## config.mk

```make
export PLATFORM = sky130hd
export DESIGN_NAME = uart_tx_drain
export DESIGN_NICKNAME = d
export VERILOG_FILES = /design/src/rtl/uart_tx_drain.sv
export SDC_FILE = /design/constraint.sdc
export NUM_CORES = 1
export LEC_CHECK = 0
export ABC_AREA = 0
export CAP_MARGIN = 20
export CORE_MARGIN = 8
export CORE_UTILIZATION = 48
export DETAILED_ROUTE_END_ITERATION = 8
export GPL_TIMING_DRIVEN = 0
export PLACE_DENSITY = 0.74
export SLEW_MARGIN = 10
export SYNTH_ARGS = -nofsm -noshare
export SYNTH_HDL_FRONTEND = slang
export SYNTH_SLANG_ARGS = --single-unit
export TNS_END_PERCENT = 20
```

## constraint.sdc

```tcl
create_clock -name clk -period 1.7 [get_ports clk]
set_input_delay 0.34 -clock clk [delete_from_list [all_inputs] [get_ports clk]]
set_output_delay 0.34 -clock clk [all_outputs]
set_load 0.02 [all_outputs]
```

## src/rtl/uart_tx_drain.sv

```systemverilog
`default_nettype none
// ============================================================================
// Module      : uart_tx_drain
// Description : UART transmitter that drains a show-ahead FIFO read port and
//               shifts each word out as start, data (LSB first), parity, stop.
// Revision    : 1.0 - initial release
// ============================================================================
module uart_tx_drain #(
    parameter int W      = 8,
    parameter int DIV    = 16,
    parameter int STOP   = 1,
    parameter int PARITY = 0
) (
    input  logic         clk,
    input  logic         reset,
    input  logic         en,
    input  logic [W-1:0] in,
    input  logic         empty,
    output logic         get,
    output logic         tx,
    output logic         busy
);

    localparam int TW = $clog2(DIV);
    localparam int BW = $clog2(W + 1);

    localparam logic [TW-1:0] c_TMAX  = TW'(DIV - 1);
    localparam logic [BW-1:0] c_BLAST = BW'(W - 1);
    localparam logic [BW-1:0] c_SLAST = BW'(STOP - 1);

    localparam logic [2:0] c_IDLE  = 3'd0;
    localparam logic [2:0] c_START = 3'd1;
    localparam logic [2:0] c_DATA  = 3'd2;
    localparam logic [2:0] c_PAR   = 3'd3;
    localparam logic [2:0] c_STOP  = 3'd4;

    logic [2:0]    r_state;
    logic [TW-1:0] r_timer;
    logic [BW-1:0] r_bitcnt;
    logic [W-1:0]  r_shift;
    logic          r_par;
    logic          r_tx;

    logic          w_tick;
    logic          w_stop_end;
    logic [W-1:0]  w_shift_nx;

    assign w_tick     = (r_timer == '0);
    assign w_stop_end = (r_state == c_STOP) && w_tick && (r_bitcnt == c_SLAST);
    assign w_shift_nx = r_shift >> 1;

    // Popping in the final stop cycle lets the next start bit follow with no gap.
    assign get  = en & ~empty & ~reset & ((r_state == c_IDLE) | w_stop_end);
    assign tx   = r_tx;
    assign busy = (r_state != c_IDLE);

    always_ff @(posedge clk) begin
        if (reset) begin
            r_state  <= c_IDLE;
            r_timer  <= '0;
            r_bitcnt <= '0;
            r_shift  <= '0;
            r_par    <= 1'b0;
            r_tx     <= 1'b1;
        end else if (get) begin
            r_shift  <= in;
            r_par    <= (PARITY == 2) ? ~^in : ^in;
            r_state  <= c_START;
            r_timer  <= c_TMAX;
            r_bitcnt <= '0;
            r_tx     <= 1'b0;
        end else if (r_state != c_IDLE) begin
            if (!w_tick) begin
                r_timer <= r_timer - 1'b1;
            end else begin
                r_timer <= c_TMAX;
                case (r_state)
                    c_START: begin
                        r_state  <= c_DATA;
                        r_bitcnt <= '0;
                        r_tx     <= r_shift[0];
                    end
                    c_DATA: begin
                        if (r_bitcnt == c_BLAST) begin
                            r_bitcnt <= '0;
                            if (PARITY != 0) begin
                                r_state <= c_PAR;
                                r_tx    <= r_par;
                            end else begin
                                r_state <= c_STOP;
                                r_tx    <= 1'b1;
                            end
                        end else begin
                            r_bitcnt <= r_bitcnt + 1'b1;
                            r_shift  <= w_shift_nx;
                            r_tx     <= w_shift_nx[0];
                        end
                    end
                    c_PAR: begin
                        r_state  <= c_STOP;
                        r_bitcnt <= '0;
                        r_tx     <= 1'b1;
                    end
                    c_STOP: begin
                        if (w_stop_end) begin
                            r_state <= c_IDLE;
                            r_timer <= '0;
                        end else begin
                            r_bitcnt <= r_bitcnt + 1'b1;
                        end
                        r_tx <= 1'b1;
                    end
                    default: begin
                        r_state <= c_IDLE;
                        r_tx    <= 1'b1;
                    end
                endcase
            end
        end
    end

endmodule
`default_nettype wire

```

* Yosys cells after proc, flatten, opt, wreduce, memory -nomap -nowiden *
Cells that the tools add are included.

cells by class
  add/sub/neg operators = 2
  eq/ne operators = 11
  mux-type cells = 24
  bitwise logic cells = 6
  reduce and logical (&&, ||, !) cells = 17

operators by type and width
  operator               number
  $mux W8                5
  $mux W4                7
  $reduce_and A4 Y1      4
  $pmux W3 S4            1
  $pmux W4 S3            1
  $logic_not A4 Y1       2
  $ne A2 B2 Y1 const B   4
  $mux W1                7
  $eq A3 B2 Y1 const B   2
  $mux W3                2
  $ne A3 B3 Y1 const B   2
  $reduce_bool A2 Y1     3
  $reduce_bool A3 Y1     2
  $add A4 B1 Y4 const B  1
  $eq A4 B3 Y1 const B   1
  $reduce_or A2 Y1       2
  $sub A4 B1 Y4 const B  1
  $and A1 B1 Y1          3
  $eq A3 B1 Y1 const B   1
  $eq A3 B3 Y1 const B   1
  $logic_not A3 Y1       1
  $logic_and A1 B1 Y1    2
  $not A1 Y1             2
  $pmux W1 S2            1
  other kinds (2)        2

storage, ports and cells
  bits in registers = 20
  input bits = 12
  output and inout port bits = 3
  logic and storage cells = 66

* Longest topological paths before layout *
  word-level depth = 8
  mapped depth = 7
  mapped depth without buffers = 7

* Worst setup path after synthesis *
Ideal clock, no wire load.

  path kind = register to output
  start = reg r_timer[0]
  end = out get
  arrival = 1,478 ps
  data required time = 1,360 ps
  path slack = -118 ps
  stages on the path, launching flop included = 7
  path buffers = 0
  cells stage by stage = dfxtp_1 -> inv_1 -> ha_1 -> nor3b_4 -> a21bo_2 -> nand2_1 -> inv_2

between the ends
  longest elaborated chain between the ends = 5

ends and longest elaborated chain
  element                           line  text
  from (decl)                       38    logic [TW-1:0] r_timer;
  from (signal assigned)            69    r_timer <= c_TMAX;
  from (signal assigned)            74    r_timer <= r_timer - 1'b1;
  from (signal assigned)            76    r_timer <= c_TMAX;
  $logic_not A4 Y1                  48    assign w_tick = (r_timer == '0);
  $logic_and A1 B1 Y1 (2 in a row)  49    assign w_stop_end = (r_state == c_STOP) && w_tick && (r_bitcnt == c_SLAST);
  $or A1 B1 Y1                      53    assign get = en & ~empty & ~reset & ((r_state == c_IDLE) | w_stop_end);
  $and A1 B1 Y1                     53
  to (decl)                         19    output logic get,

Every way passes these cells.

* Worst setup path in the final report *
Ends and elaborated chain as after synthesis.

==> metrics.txt <==
# TYPE chip_impl_metric gauge
chip_impl_info{name="outcome",value="finished, violations left"} 1
chip_impl_info{name="violations",value="negative setup slack"} 1
chip_impl_metric{name="layout.core_utilization",unit=""} 0.6782
chip_impl_metric{name="wl_per_cell",unit="um"} 15.24
chip_impl_metric{name="power",unit="mW"} 1.535
chip_impl_info{name="clock-root-buffer",value="clkbuf_4"} 1
chip_impl_metric{name="worstPathRequired",unit="ns"} 1.36
chip_impl_metric{name="cts.sink_count",unit=""} 20
chip_impl_metric{name="synthDistinctLibCells",unit=""} 43
chip_impl_metric{name="p_per_area",unit="nW/um^2"} 947.8
chip_impl_metric{name="critical_path_buf_inv_count",unit=""} 3
chip_impl_metric{name="final.period_utilization",unit=""} 1.096
chip_impl_metric{name="num-nets-final",unit=""} 189
chip_impl_metric{name="finalMaxSlewViolations",unit=""} 0
chip_impl_metric{name="leakage",unit="nW"} 0.5861
chip_impl_metric{name="netlist.area_leader.share",unit=""} 0.3445
chip_impl_metric{name="worst_skew_pair.late_latency",unit="ns"} 0.31
chip_impl_info{name="crit_family",value="flip-flops"} 1
chip_impl_metric{name="hold_viol",unit=""} 0
chip_impl_metric{name="totalNegativeSetupSlack",unit="ns"} -0.4815
chip_impl_metric{name="dieArea",unit="um^2"} 4252
chip_impl_metric{name="syn-cell-area",unit="um^2"} 1162
chip_impl_metric{name="antenna_found_initial",unit=""} 0
chip_impl_info{name="path_class",value="register to primary output"} 1
chip_impl_metric{name="place_hpwl",unit="um"} 2032
chip_impl_metric{name="post_route_cells_drive_above_1_share",unit=""} 0.3023
chip_impl_metric{name="ir_drop",unit="mV"} 0.5707
chip_impl_metric{name="regArea",unit="um^2"} 406.6
chip_impl_info{name="synth_most_common_cell",value="dfxtp_1"} 1
chip_impl_metric{name="antenna_viol_nets_final",unit=""} 0
chip_impl_metric{name="finalWeightedCongestion",unit=""} 0.8344
chip_impl_metric{name="io_buffers",unit=""} 14
chip_impl_metric{name="async_reset_ff_frac",unit=""} 0
chip_impl_info{name="endpoint_kind",value="primary output"} 1
chip_impl_info{name="synth_area_leaders",value="dfxtp_1 34%, nand2_1 4.5%, ha_1 4.3%"} 1
chip_impl_metric{name="period_needed",unit="ns"} 1.863
chip_impl_metric{name="h-tree-depth",unit=""} 1
chip_impl_metric{name="biggest_cell_delay_along_the_critical_path",unit="ns"} 0.37
chip_impl_info{name="grt_setup_unrepaired",value="yes"} 1
chip_impl_metric{name="grt_use_total",unit=""} 0.1609
chip_impl_metric{name="drt_first_pass_iters",unit=""} 4
chip_impl_metric{name="clock_path_buffers",unit=""} 2
chip_impl_metric{name="cts.reportedPaths.clkPinSlew",unit="ns"} 0.13
chip_impl_metric{name="max_slew_margin",unit=""} 0.6561
chip_impl_metric{name="postSynthRegisterBits",unit=""} 20
chip_impl_metric{name="core",unit="um^2"} 2387
chip_impl_metric{name="final.setup_skew",unit="ns"} 0.006164
chip_impl_metric{name="grt_max_degree",unit=""} 13
chip_impl_info{name="synth_top_cells_by_count",value="20 x dfxtp_1, 14 x nand2_1, 10 x nor3_1"} 1
chip_impl_metric{name="avgViaCountPerCell",unit=""} 5.995
chip_impl_metric{name="synthesis.area_per_instance",unit="um^2"} 8.610
chip_impl_metric{name="remaining_drc_errors",unit=""} 0
chip_impl_metric{name="final.fill_count",unit=""} 204
chip_impl_metric{name="timing.hold.ws",unit="ns"} 0.4986
chip_impl_info{name="worstPathCellList",value="inv_2, ha_4, nor3b_4, a21bo_4, nand2_4, clkinv_4, buf_6"} 1
chip_impl_metric{name="synth_cells",unit=""} 135
chip_impl_metric{name="multi_input_area",unit="um^2"} 779.5
chip_impl_metric{name="top_level_ports",unit=""} 15
chip_impl_info{name="yosysTopAreaCell",value="dfxtp_1"} 1
chip_impl_metric{name="area_growth",unit="%"} 39.29
chip_impl_metric{name="critPathArrivalTime",unit="ns"} 1.52
chip_impl_metric{name="maxCapViolCount",unit=""} 0
chip_impl_metric{name="die_h",unit="um"} 65.21
chip_impl_metric{name="yosysSeqAreaShare",unit=""} 0.3445
chip_impl_info{name="synth_flop_cell",value="dfxtp_1"} 1
chip_impl_info{name="crit_slowest_cell",value="dfxtp_2"} 1
chip_impl_metric{name="numCtsBuffers",unit=""} 3
chip_impl_metric{name="fin_ws",unit="ns"} -0.1634
chip_impl_metric{name="vias",unit=""} 1211
chip_impl_metric{name="synth_edf_count",unit=""} 0
chip_impl_info{name="worst_setup_path_start_kind",value="register"} 1
chip_impl_info{name="timing.hold.worst.class",value="register to register"} 1
chip_impl_metric{name="stdcell_count",unit=""} 202
chip_impl_metric{name="critical_path.max_fanout",unit=""} 2
chip_impl_metric{name="globalRoute.totalOverflow",unit=""} 0
chip_impl_metric{name="syn_nets",unit=""} 151
chip_impl_metric{name="detail_route.iter0.violations",unit=""} 38
chip_impl_metric{name="timing.final.setup_violations",unit=""} 10
chip_impl_metric{name="initial_utilization",unit=""} 0.4869
chip_impl_metric{name="max_slew.worst_pin.slew",unit="ns"} 0.5139
chip_impl_metric{name="grt_pass1_vias",unit=""} 1243
chip_impl_info{name="tritoncts_clock_tree",value="yes"} 1
chip_impl_metric{name="wire_length_of_the_first_global_routing_pass",unit="um"} 5589
chip_impl_metric{name="fp.dieW",unit="um"} 65.21
chip_impl_metric{name="insertedDiodeCount",unit=""} 0
chip_impl_metric{name="max_clock_freq",unit="GHz"} 0.5367
chip_impl_metric{name="holdBufCountCts",unit=""} 0
chip_impl_metric{name="finalWirelength",unit="um"} 3078
chip_impl_metric{name="core.rowCount",unit=""} 18
chip_impl_metric{name="synth_warnings",unit=""} 0
chip_impl_metric{name="placed_cells_incl_taps",unit=""} 179
==> final timing paths <==
| check | end | start | cells past startpoint | slack, ns |
|---|---|---|---|---|
| worst max-delay path | get | r_timer[0] | 7 | -0.16 |
| worst min register to register | r_shift[4] | r_shift[5] | 2 | 0.50 |
| worst min-delay path | r_shift[4] | r_shift[5] | 2 | 0.50 |
| worst max register to register | r_shift[6] | r_timer[1] | 7 | -0.05 |
==> placed cells by master (no fill, tap or decap), types with 5 or more instances in the layout <==
| cell | Yosys | final |
|---|---|---|
| nand3_1 | 5 | 5 |
| clkdlybuf4s50_1 | 0 | 9 |
| nor3_1 | 10 | 10 |
| dfxtp_2 | 0 | 5 |
| buf_4 | 0 | 19 |
| nor2_1 | 5 | 5 |
| dfxtp_1 | 20 | 15 |
| nand2_1 | 14 | 13 |
| a21oi_1 | 7 | 7 |
==> state kept, by name, summed over array words and instances (netlist names) <==
name      count
tx            1
r_state       3
r_shift       8
r_bitcnt      4
r_timer       4
==> final cells by class <==
cell class              count  area share
clock buffers               3     0.01391
inverters                   8     0.02164
flip-flops and latches     20      0.2512
plain buffers               7     0.01932
well taps                  30     0.02318
clock inverters             1     0.01855
repair buffers             33      0.1708
multi-input cells         100      0.4815
==> worst register-to-register path: stages, from the launching register on <==
cell and delay (ns):
dfxtp_2 0.35, inv_2 0.07, ha_4 0.13, buf_4 0.10, nor4b_2 0.30, nand4_1 0.36
o211ai_1 0.23, a21oi_1 0.09
==> per-layer routing <==
| layer | vias to the layer above | track usage | part of all wire |
|---|---|---|---|
| met3 | 6 | 0.03912 | 0.063 |
| met4 | 0 | 0.07357 | 0.015 |
| li1 | 594 | - | - |
| met5 | - | 0 | 0 |
| met1 | 569 | 0.1932 | 0.46 |
| met2 | 42 | 0.2645 | 0.46 |
==> what timing repair did <==
| action | 4_1_cts | 5_1_grt |
|---|---|---|
| endpoints found under the setup margin | 18 | 17 |
| pin swaps | 7 | 4 |
| gates resized for setup | 24 | 4 |
| buffers inserted | 16 | 3 |
==> power by group <==
group / leakage [nW] / switching [mW] / total [mW] / internal (mW)
registers: 0.165 / 0.0446 / 0.559 / 0.514
logic: 0.393 / 0.300 / 0.576 / 0.276
clock network: 0.0279 / 0.161 / 0.400 / 0.238
total: 0.586 / 0.506 / 1.53 / 1.03
==> stage by stage <==
stage | instance area (um^2) | setup WS [ns]
4_1_cts | 1583 | -0.1413
3_5_place_dp | 1368 | -1.139
2_1_floorplan | 1190 | 0.02714
5_1_grt | 1619 | -0.2350
3_3_place_gp | 1368 | -1.111
6_report | 1619 | -0.1634
==> kinds of logic after synthesis <==
| logic type | share of synthesized area |
|---|---|
| adder cells (fa/ha/maj) | 0.04306 |
| AND/OR/NAND/NOR | 0.2799 |
| AO/OA/AOI/OAI | 0.2551 |
| buffers and inverters | 0.05275 |
| multiplexers | 0.01722 |
| flip-flops | 0.3445 |
| XOR/XNOR | 0.007536 |
No activity file was read; power rests on OpenSTA's default activity.
